===== src/rtl/ili_spi_tx_pkg.sv =====
// pkg_ili9341: shared types and constants for the ILI9341 panel interface blocks.
package pkg_ili9341;
    typedef enum logic [1:0] {SPI_IDLE, SPI_LOW, SPI_HIGH, SPI_TAIL} spi_state_t;
    localparam logic DC_CMD          = 1'b0;
    localparam logic DC_DATA         = 1'b1;
    localparam int   SPI_CLK_DIV_DEF = 2;
endpackage


===== src/rtl/ili_spi_tx.sv =====
// ili_spi_tx: serializes one DW-bit word MSB-first in SPI mode 0 and drives CS_n/DC for the ILI9341.
// A one-cycle done strobe paces the upstream command sequencer; sends while busy are dropped.
module ili_spi_tx
    import pkg_ili9341::*;
#(
    parameter int DW      = 8,
    parameter int CLK_DIV = SPI_CLK_DIV_DEF
) (
    input  logic          clk,
    input  logic          rst,
    input  logic          send_i,
    input  logic [DW-1:0] data_i,
    input  logic          dc_in_i,
    input  logic          cs_hold_i,
    output logic          busy_o,
    output logic          done_o,
    output logic          spi_sck_o,
    output logic          spi_mosi_o,
    output logic          spi_dc_o,
    output logic          spi_cs_n_o
);
    localparam int DIVW = $clog2(CLK_DIV + 1);
    localparam int BW   = (DW > 1) ? $clog2(DW) : 1;

    spi_state_t    state_q, state_d;
    logic [DIVW-1:0] div_q, div_d;
    logic [BW-1:0] bit_q, bit_d;
    logic [DW-1:0] data_q, data_d;
    logic          hold_q, hold_d;
    logic          sck_q, sck_d;
    logic          mosi_q, mosi_d;
    logic          dc_q, dc_d;
    logic          cs_n_q, cs_n_d;
    logic          done_q, done_d;
    logic          div_last;

    assign div_last   = (div_q == DIVW'(CLK_DIV - 1));
    assign busy_o     = (state_q != SPI_IDLE);
    assign done_o     = done_q;
    assign spi_sck_o  = sck_q;
    assign spi_mosi_o = mosi_q;
    assign spi_dc_o   = dc_q;
    assign spi_cs_n_o = cs_n_q;

    always_ff @(posedge clk or negedge rst) begin
        if (!rst) begin
            state_q <= SPI_IDLE;
            div_q   <= '0;
            bit_q   <= '0;
            data_q  <= '0;
            hold_q  <= 1'b0;
            sck_q   <= 1'b0;
            mosi_q  <= 1'b0;
            dc_q    <= DC_DATA;
            cs_n_q  <= 1'b1;
            done_q  <= 1'b0;
        end else begin
            state_q <= state_d;
            div_q   <= div_d;
            bit_q   <= bit_d;
            data_q  <= data_d;
            hold_q  <= hold_d;
            sck_q   <= sck_d;
            mosi_q  <= mosi_d;
            dc_q    <= dc_d;
            cs_n_q  <= cs_n_d;
            done_q  <= done_d;
        end
    end

    always_comb begin
        state_d = state_q;
        div_d   = div_q;
        bit_d   = bit_q;
        data_d  = data_q;
        hold_d  = hold_q;
        sck_d   = sck_q;
        mosi_d  = mosi_q;
        dc_d    = dc_q;
        cs_n_d  = cs_n_q;
        done_d  = 1'b0;
        case (state_q)
            SPI_IDLE: if (send_i) begin
                data_d  = data_i;
                hold_d  = cs_hold_i;
                cs_n_d  = 1'b0;
                dc_d    = dc_in_i;
                mosi_d  = data_i[DW-1];
                bit_d   = BW'(DW - 1);
                div_d   = '0;
                state_d = SPI_LOW;
            end
            SPI_LOW: begin
                div_d = div_last ? '0 : div_q + 1'b1;
                if (div_last) begin
                    sck_d   = 1'b1;
                    state_d = SPI_HIGH;
                end
            end
            SPI_HIGH: begin
                div_d = div_last ? '0 : div_q + 1'b1;
                if (div_last) begin
                    sck_d   = 1'b0;
                    state_d = (bit_q != '0) ? SPI_LOW : SPI_TAIL;
                    if (bit_q != '0) begin
                        bit_d  = bit_q - 1'b1;
                        mosi_d = data_q[bit_q - 1'b1];
                    end
                end
            end
            SPI_TAIL: begin
                div_d = div_last ? '0 : div_q + 1'b1;
                // CS release (or hold for the next word) coincides with done
                if (div_last) begin
                    cs_n_d  = ~hold_q;
                    done_d  = 1'b1;
                    state_d = SPI_IDLE;
                end
            end
            default: state_d = SPI_IDLE;
        endcase
    end
endmodule


===== config.mk =====
export PLATFORM = sky130hd
export DESIGN_NAME = ili_spi_tx
export DESIGN_NICKNAME = d
export VERILOG_FILES = /design/src/rtl/ili_spi_tx_pkg.sv /design/src/rtl/ili_spi_tx.sv
export SDC_FILE = /design/constraint.sdc
export NUM_CORES = 1
export LEC_CHECK = 0
export ABC_AREA = 1
export CAP_MARGIN = 25
export CELL_PAD_IN_SITES_DETAIL_PLACEMENT = 1
export CELL_PAD_IN_SITES_GLOBAL_PLACEMENT = 1
export CORE_MARGIN = 5
export CORE_UTILIZATION = 40
export DETAILED_ROUTE_END_ITERATION = 6
export PLACE_DENSITY = 0.78
export SLEW_MARGIN = 20
export SYNTH_ARGS = -nofsm -noshare
export SYNTH_HDL_FRONTEND = slang
export SYNTH_SLANG_ARGS = --single-unit

===== constraint.sdc =====
create_clock -name clk -period 2.9 [get_ports clk]
set_input_delay 0.29 -clock clk [delete_from_list [all_inputs] [get_ports clk]]
set_output_delay 0.29 -clock clk [all_outputs]
set_load 0.005 [all_outputs]

==> metrics.md, run 1 <==
| Metric | Value |
|---|---|
| Reg2reg end | spi_mosi_o$_DFFE_PN0P_ |
| Post-cts resize count | 0 |
| Maximum clock rate | 570 MHz |
| Hold Fails Final Rpt | 0 |
| Worst r2r src | bit_q[0]$_DFFE_PN0P_ |
| Setup bufs post-CTS | 0 |
| WL per Instance | 13.2 um |
| HP Class | input port to asynchronous set/reset pin |
| Clock buffer count from CTS | 3 |
| R2r setup slk | around 1400 ps |
| DR iter-0 viols | 7 |
| Status | completed |
| Lkg Pwr | 0.626 nW |
| Layout cell share with drive strength beyond 1 | approximately 14% |
| Fin Hold WS | 463 ps |
| # diodes | 0 |
| Root Driver | clkbuf_4 |
| CTS max path bufs | 2 |
| Post-route clock period utilization | 60.5% |
| Syn Nets | between 100 and 150 |
| Worst-skew pair later-pin latency | around 310 ps |
| Die height | 61.1 um |
| Final setup viols | 0 |
| Initial antenna violation count | 0 |
| Yosys cell types | 24 |
| PwrDens | 1060 mW/mm^2 |
| Setup TNS | 0 ps |
| Worst path required time | 2610 ps |
| Vias per cell | 4.91 |
| Total Routing Usage GR | 14.1% |
| Synth Area per Inst | about 8.6 sq um |
| Total gr overflow | 0 |
| Area occupied by multi-input gates | 417 sq um |
| CTS sink cnt | 21 |
| Post-route minimum period | 1750 ps |
| Post-synthesis instance total | 121 |
| Fillers | 309 |
| Slowest stage cell, crit path | dfrtp_1 |
| Initial Utilization | roughly 42% |
| Worst Max-Slew Pin Slew | 494 ps |
| H-tree levels | 1 |
| Vias in the first global route | 918 |
| Crit-path cells | nor2_4 > inv_2 > clkdlybuf4s50_1 |
| Critical path launch point type | register |
| Yosys reg bits | 21 |
| Core area | approximately 0.0025 sq mm |
| Max incr delay on CP | 480 ps |
| RD Place Congestion | 0.797 |
| Delay-heaviest family, CP | buffers and inverters |
| Die area | 0.00373 sq mm |
| Clock skew | 3.72 ps |
| Unrepaired setup endpoints after global routing | no |
| CP Class | register to output port |
| Slew Viols, Final | 0 |
| CTS tree | built |
| Synth Warn # | 0 |
| Site row count | 18 |
| CP max FO | 6 |
| DRC viols | 0 |
| Vias post-DR | 844 |
| Final ANT Viol Nets | 0 |
| First-pass GRT wire length | ~3900 um |
| Top Ports | 19 |
| DP Area | 0.00124 sq mm |
| Nets | 158 |
| Relative slew margins | 67.1% |
| Reg2Reg Depth | 7 |
| IO Port Bufs | 18 |
| 1st-pass router iterations | 4 |
| Detailed placement HPWL | 1690 um |
| Arrival @ worst endpoint | 1460 ps |
| Commonest non-fill, non-tap cell in the layout | inv_1 |
| Synthesized area | 0.00104 sq mm |
| Final WL | between 2000 and 2500 um |
| Area occupied by registers | 528 sq um |
| Max Cap Viol | 0 |
| Die X | between 60 and 70 um |
| Fin area | roughly 0.0013 sq mm |
| CTS clk-pin slew, worst paths | around 120 ps |
| Cts-stage hold buffer count | 0 |
| Most frequent cells in the layout | 20 x inv_1, 19 x nand2_1, 19 x dfrtp_1, 17 x clkdlybuf4s50_1, 13 x nor2_1 |
| Sequential fraction of the synthesis area | a little over 50% |
| VDD IR max | 0.498 mV |
| Worst setup EP type | output port |
| Pin count of the biggest net entering global routing | 22 |
| Worst path buffer plus inverter count | 2 |
| Area growth syn-to-layout | 22.3% |
## cells by family (layout without fill, tap and decap cells)
| family | after synthesis | count (layout) | share of synthesized area [%] |
|---|---|---|---|
| fa+ha+maj | 2 | 2 | 2.40 |
| flops | 21 | 21 | 50.6 |
| compound gates | 23 | 23 | 12.0 |
| xor+xnor | 2 | 2 | 1.68 |
| mux | 2 | 2 | 2.88 |
| simple gates | 47 | 47 | 21.0 |
| buf+inv | 24 | 45 | 9.47 |
## cell type report
cell class | count | share of cell area [%]
timing repair buffer | 19 | 14.5
inverter | 22 | 6.47
multi-input combinational | 76 | 32.6
tap | 30 | 2.94
sequential | 21 | 41.4
clock buffer | 4 | 2.06
## stage by stage
stage	power, W	setup slack [ps]	util (%)	cells
after floorplan	0.00101	1590	-	121
after global placement	0.00119	1380	50.3	167
after detailed placement	0.00123	1350	50.3	167
after CTS	0.00139	1120	51.3	171
after global routing	0.00150	1050	51.5	172
final	0.00136	1150	51.5	172
## worst max-delay path by stage
stage / startpoint / to / slack (ps) / cells past startpoint
final: state_q[0]$_DFFE_PN0P_ / busy_o / 1150 / 3
after global placement: send_i / data_q[3]$_DFFE_PN0P_ / 1380 / 3
after detailed placement: rst / div_q[1]$_DFFE_PN0P_ / 1350 / 1
after floorplan: bit_q[0]$_DFFE_PN0P_ / spi_mosi_o$_DFFE_PN0P_ / 1590 / 7
after global routing: state_q[0]$_DFFE_PN0P_ / busy_o / 1050 / 3
after CTS: state_q[0]$_DFFE_PN0P_ / busy_o / 1120 / 3
## worst reg2reg max path, stage by stage (launching register included)
cell and delay [ps]:
dfrtp_1 440, inv_1 160, ha_1 380, inv_1 90, nand3_1 80, nand3_1 70
nand3_1 110, a21oi_2 130
## flip-flops by register name (all words and copies together) (netlist names)
| signal | count |
|---|---|
| bit_q | 3 |
| spi_cs_n_o | 1 |
| spi_dc_o | 1 |
| div_q | 2 |
| done_o | 1 |
| spi_mosi_o | 1 |
| spi_sck_o | 1 |
| state_q | 2 |
| data_q | 8 |
| hold_q | 1 |
## cell usage after synthesis, drive strengths merged
cell    n  area share, %
nand2  22            8.6
a21oi  11            5.6
o31ai   1           0.72
nor2   17            8.0
nand3   7            3.8
xnor2   1           0.84
xor2    1           0.84
dfrtp  19             46
ha      2            2.4
mux2    2            2.9
dfstp   2            5.0
inv    22            7.9
nor3    1           0.48
o21ai  11            5.6
buf     2            1.6
## per-layer routing
layer  vias up  share of wire, %  GRT usage (%)
li1        417                 -              -
met1       412                45           16.2
met2        13                51           25.7
met3         2               3.4           2.52
met4         0              0.71           5.57
met5         -                 0              0
## report_power, final
part | total, W | leakage (nW) | internal, W | switching [W]
logic | 0.000681 | 0.370 | 0.000303 | 0.000378
registers | 0.000531 | 0.241 | 0.000439 | 0.0000917
clock network | 0.000147 | 0.0150 | 0.0000537 | 0.0000933
total | 0.00136 | 0.626 | 0.000796 | 0.000563
No activity file was read; power rests on OpenSTA's default activity.
==> run 2, diff against run 1 <==
CORE_UTILIZATION = 34   (was 40)
PLACE_DENSITY = 0.7   (was 0.78)
clock period = 1.45 ns   (was 2.9 ns; I/O delays follow)
==> run 2 against run 1 <==
  * Sequential power rose by 94%
  * Setup slack got worse by 1100 ps
  * Worst hold slack got worse by 300 ps
  * First-iteration DRC count rose to 2.6 times the previous value
  * Critical path type is now register to register
  * Largest cell class unchanged
==> metrics.md, run 2 (synthesis gave the netlist of run 1 again) <==
| Metric | Value |
|---|---|
| First-pass GRT wire length | 4100 um |
| Met3 Use GR | roughly 2.2% |
| CTS tree | built |
| M1 GR Usage | 13.7% |
| Register share of total power | 35.2% |
| Clock skew | 14.8 ps |
| WL per Instance | roughly 13 um |
| Worst setup EP type | register |
| Final setup viols | 0 |
| Worst-skew pair later-pin latency | 310 ps |
| HP Class | input port to asynchronous set/reset pin |
| 1st-pass router iterations | 2 |
| Nets | ~160 |
| Reg2Reg Depth | 6 |
| Worst path buffer plus inverter count | 1 |
| DRC viols | 0 |
| PwrDens | approximately 2200 mW/mm^2 |
| Crit-path cells | inv_2 > ha_1 > xor2_2 > nand3_1 > nand3_1 > a21oi_2 |
| Die X | ~65 um |
| Int Power | 0.00170 W |
| Hold Fails Final Rpt | 0 |
| CP max FO | 6 |
| Initial antenna violation count | 0 |
| Final core occ | 45.1% |
| Final worst slack | a little under 90 ps |
| Biggest register | data_q |
| Lkg Pwr | 0.656 nW |
| Maximum clock rate | 734 MHz |
| CTS clk-pin slew, worst paths | 140 ps |
| CTS sink cnt | 21 |
| Max Cap Viol | 0 |
| IO Port Bufs | 18 |
| Post-route clock period utilization | 93.9% |
| Power, Total | 0.00292 W |
| Slowest stage cell, crit path | dfrtp_1 |
| Critical Path Stages | 6 |
| Top Ports | 19 |
| Detailed placement HPWL | about 1900 um |
| GR Util met2 | 23.3% |
| Initial Utilization | 34.8% |
| Vias in the first global route | 1013 |
| Arrival @ worst endpoint | 1560 ps |
| Cts-stage hold buffer count | 0 |
| Top flop regs | data_q x8, bit_q x3 |
| Root Driver | clkbuf_4 |
| Worst path required time | 1650 ps |
| Slew Viols, Final | 0 |
| Net Sw Frac | a little over two fifths |
| Layout cell share with drive strength beyond 1 | 21.6% |
| Worst Max-Slew Pin Slew | 283 ps |
| Clock network power share | 10.3% |
| Total Routing Usage GR | 12.3% |
| Site row count | 20 |
| Most frequent cell on the critical path | nand3_1 |
| Vias per cell | roughly 4.8 |
| CP Class | register to register |
| Max incr delay on CP | 420 ps |
| Area growth syn-to-layout | 29.9% |
| Pin count of the biggest net entering global routing | 22 |
| Die area | 0.00428 sq mm |
| # diodes | 0 |
| RD Place Congestion | 0.754 |
| VDD IR max | around 0.92 mV |
| Place WS | between 30 and 40 ps |
| Sw power | 0.00121 W |
| Comb power frac | between 50% and 60% |
| Vias post-DR | about 870 |
| GRT busiest layer | met2 |
| Delay-heaviest family, CP | flip-flops |
| Status | completed |
| Final WL | 2390 um |
| Fin Hold WS | 165 ps |
| Die height | 65.4 um |
| Relative slew margins | between 80 and 90% |
| Post-route minimum period | 1360 ps |
| H-tree levels | 1 |
| CTS max path bufs | 2 |
| Most frequent cells in the layout | 19 x nand2_1, 19 x inv_1, 17 x dfrtp_1, 15 x clkdlybuf4s50_1, 13 x nor2_1 |
| Final ANT Viol Nets | 0 |
| Clock buffer count from CTS | 3 |
| Core area | roughly 0.003 sq mm |
| Critical path launch point type | register |
| Max FFs per register | 8 |
| DR iter-0 viols | 18 |
| Total gr overflow | 0 |
## run 2: changes by cell type in the layout (fill, tap and decap cells not counted), moves of 2 or more
cell	change
dfrtp_2	+2
buf_4	+7
clkdlybuf4s50_1	-2
dfrtp_1	-2
dlygate4sd2_1	+3
## run 2: what timing repair did
action	4_1_cts	5_1_grt
pin swaps	1	0
resized for setup	6	3
buffers inserted	3	0
endpoints found under the setup margin	4	4
## run 2: final cells by class
type | instances | area, sq um
Clock buffer | 3 | 22.5
Tap cell | 33 | 41.3
Multi-Input combinational cell | 76 | 442
Inverter | 22 | 82.6
Clock inverter | 1 | 7.51
Fill cell | 373 | 1650
Timing Repair Buffer | 25 | 229
Sequential cell | 21 | 531
## run 2: stage by stage
stage / instance area [sq um] / TNS [ps] / cells
after floorplan: 1040 / 0 / 121
after global placement: 1280 / 0 / 174
after detailed placement: 1280 / 0 / 174
after CTS: 1330 / 0 / 181
after global routing: 1360 / -9.17 / 181
final: 1360 / 0 / 181
## run 2: worst paths after layout
kind / end / start / slack, ps
worst max-delay path: spi_mosi_o$_DFFE_PN0P_ / bit_q[0]$_DFFE_PN0P_ / 90
worst min register to register: spi_cs_n_o$_DFFE_PN1P_ / hold_q$_DFFE_PN0P_ / 490
min in group clk: data_q[4]$_DFFE_PN0P_ / data_i[4] / 400
worst min-delay path: data_q[0]$_DFFE_PN0P_ / rst / 160
max in group asynchronous: spi_cs_n_o$_DFFE_PN1P_ / rst / 1010
worst max register to register: spi_mosi_o$_DFFE_PN0P_ / bit_q[0]$_DFFE_PN0P_ / 90
## run 2: power groups by stage
stage / Sequential, W / Clock (W) / Combinational (W)
2_1_floorplan: 0.00104 / 0 / 0.000989
3_3_place_gp: 0.00105 / 0 / 0.00141
3_5_place_dp: 0.00106 / 0 / 0.00148
4_1_cts: 0.00103 / 0.000316 / 0.00155
5_1_grt: 0.00106 / 0.000337 / 0.00179
6_report: 0.00103 / 0.000300 / 0.00159
## run 2: routing by layer
layer	routed length, um	up-vias
met2	1240	14
li1	-	434
met5	0	-
met1	1050	421
met4	29	0
met3	72	4
==> run 3, diff against run 2 <==
CORE_ASPECT_RATIO = 1.25   (was not set)
==> run 3 against run 2 <==
  * Via count unchanged
  * Utilization rose by 0.50 points
  * Combinational power fell by 3%
  * Setup slack gained 24 ps
  * Worst hold slack better by 8.2 ps
  * Flip-flop and latch count unchanged
  * Clock skew is 13 ps lower
  * Maximum frequency grew 1.8%
  * Die area is 0.16% higher
  * Critical path type unchanged
  * Critical endpoint is now data_q[4]$_DFFE_PN0P_
==> metrics.md, run 3 (synthesis gave the netlist of run 1 again) <==
| Metric | Value |
|---|---|
| Status | completed |
| Initial antenna violation count | 0 |
| Core area | 0.00295 sq mm |
| Total gr overflow | 0 |
| CTS sink cnt | 21 |
| Top flop regs | data_q x8, bit_q x3 |
| Detailed placement HPWL | 1740 um |
| Most frequent cells in the layout | 19 x nand2_1, 19 x inv_1, 17 x dfrtp_1, 15 x clkdlybuf4s50_1, 13 x nor2_1 |
| Maximum clock rate | 747 MHz |
| # diodes | 0 |
| Post-Layout Cell Count | 185 |
| Place WS | 36.3 ps |
| Fillers | 358 |
| Lkg Pwr | 0.664 nW |
| Worst path required time | 1660 ps |
| Die height | 71.9 um |
| Biggest register | data_q |
| IO Port Bufs | 18 |
| Critical path launch point type | register |
| Worst r2r src | state_q[1]$_DFFE_PN0P_ |
| 1st-pass router iterations | 4 |
| Power, Total | 0.00286 W |
| Clock buffer count from CTS | 3 |
| Unrepaired setup endpoints after global routing | no |
| Setup TNS | 0 ps |
| R2r setup slk | 110 ps |
| Final ANT Viol Nets | 0 |
| DP Area | 0.00127 sq mm |
| Max FFs per register | 8 |
| Final worst slack | 112 ps |
| VDD IR max | 0.992 mV |
| RD Place Congestion | approximately 0.78 |
| Layout cell share with drive strength beyond 1 | 20.8% |
| CP startpoint | state_q[1]$_DFFE_PN0P_ |
| Vias post-DR | 873 |
| CP max FO | 13 |
| CTS tree | built |
| Initial Utilization | 35.4% |
| Reg2Reg Depth | 6 |
| Die area | 0.00428 sq mm |
| Post-route minimum period | 1340 ps |
| Worst-skew pair later-pin latency | a little over 300 ps |
| Root Driver | clkbuf_4 |
| Final setup viols | 0 |
| CTS clk-pin slew, worst paths | between 100 and 150 ps |
| CP Class | register to register |
| Vias in the first global route | 952 |
| H-tree levels | 1 |
| Area growth syn-to-layout | 28.8% |
| Clock skew | 2.08 ps |
| DRC viols | 0 |
| Max Cap Viol | 0 |
| Post-route clock period utilization | 92.3% |
| WL per Instance | 12.6 um |
| Area occupied by registers | roughly 530 sq um |
| Arrival @ worst endpoint | 1550 ps |
| Site row count | 22 |
| Fin area | 0.00134 sq mm |
| Reg2reg end | data_q[4]$_DFFE_PN0P_ |
| Vias per cell | ~4.7 |
| HP Class | input port to asynchronous set/reset pin |
| Worst Max-Slew Pin Slew | 289 ps |
| First-pass GRT wire length | 3990 um |
| Die X | 59.6 um |
| Cts-stage hold buffer count | 0 |
| Worst setup EP type | register |
| PwrDens | between 2000 and 2500 mW/mm^2 |
| Top Ports | 19 |
| Total Routing Usage GR | 11.8% |
| Final WL | 2340 um |
| Hold Fails Final Rpt | 0 |
| Slew Viols, Final | 0 |
| Relative slew margins | roughly four fifths |
| DR iter-0 viols | 6 |
| Pin count of the biggest net entering global routing | 22 |
| Placed insts | 176 |
| CTS max path bufs | 2 |
| Area occupied by multi-input gates | 422 sq um |
| Nets | 165 |
==> run 3: cell count changes in the layout (fill, tap and decap cells not counted), sizes merged <==
| cell | delta |
|---|---|
| buf | +1 |
| clkinv | +1 |
| clkinvlp | -1 |
==> run 3: layout make-up <==
| class | instances | area share, % |
|---|---|---|
| clock inverter | 1 | 0.372 |
| tap | 36 | 3.35 |
| inverter | 22 | 6.15 |
| multi-input combinational | 76 | 31.4 |
| clock buffer | 3 | 1.68 |
| sequential | 21 | 39.5 |
| timing repair buffer | 26 | 17.6 |
==> run 3: what timing repair did <==
action / 4_1_cts / 5_1_grt
gates resized for setup: 6 / 1
pin swaps: 1 / 0
setup endpoints to repair: 4 / 4
setup buffers: 3 / 2
hold endpoints to repair: 0 / 0
==> run 3: how the worst max path moves through the flow <==
| stage | slack, ps | cells past startpoint | endpoint |
|---|---|---|---|
| 6_report | 110 | 6 | data_q[4]$_DFFE_PN0P_ |
| 5_1_grt | 10 | 7 | spi_mosi_o$_DFFE_PN0P_ |
| 4_1_cts | 40 | 7 | bit_q[0]$_DFFE_PN0P_ |
| 3_5_place_dp | 40 | 7 | spi_mosi_o$_DFFE_PN0P_ |
| 3_3_place_gp | 40 | 7 | spi_mosi_o$_DFFE_PN0P_ |
| 2_1_floorplan | 140 | 7 | spi_mosi_o$_DFFE_PN0P_ |
==> run 3: critical path, cell delays in order (launching register included) <==
cell     delay [ps]
dfrtp_2         450
nor2_4          130
buf_4           130
nand2_2         170
buf_4           230
nor2_1           90
a21oi_1          50
==> run 3: stage by stage <==
step | hold WS, ps | utilization [%]
2_1_floorplan | -151 | -
3_3_place_gp | 472 | 43.3
3_5_place_dp | 478 | 43.3
4_1_cts | 174 | 44.9
5_1_grt | 192 | 45.6
6_report | 173 | 45.6
==> run 3: metal layers <==
layer | wire [um] | track usage, % | share of wire (%)
met5 | 0 | 0 | 0
met4 | 0 | 3.45 | 0
met3 | 95 | 2.31 | 4.1
met2 | 1260 | 21.4 | 54
met1 | 979 | 13.6 | 42
==> run 3: report_power, final <==
group	switching, W	leakage (nW)	internal [W]	total (W)
clock network	0.000196	0.0177	0.000103	0.000298
logic	0.000854	0.407	0.000692	0.00155
registers	0.000129	0.239	0.000882	0.00101
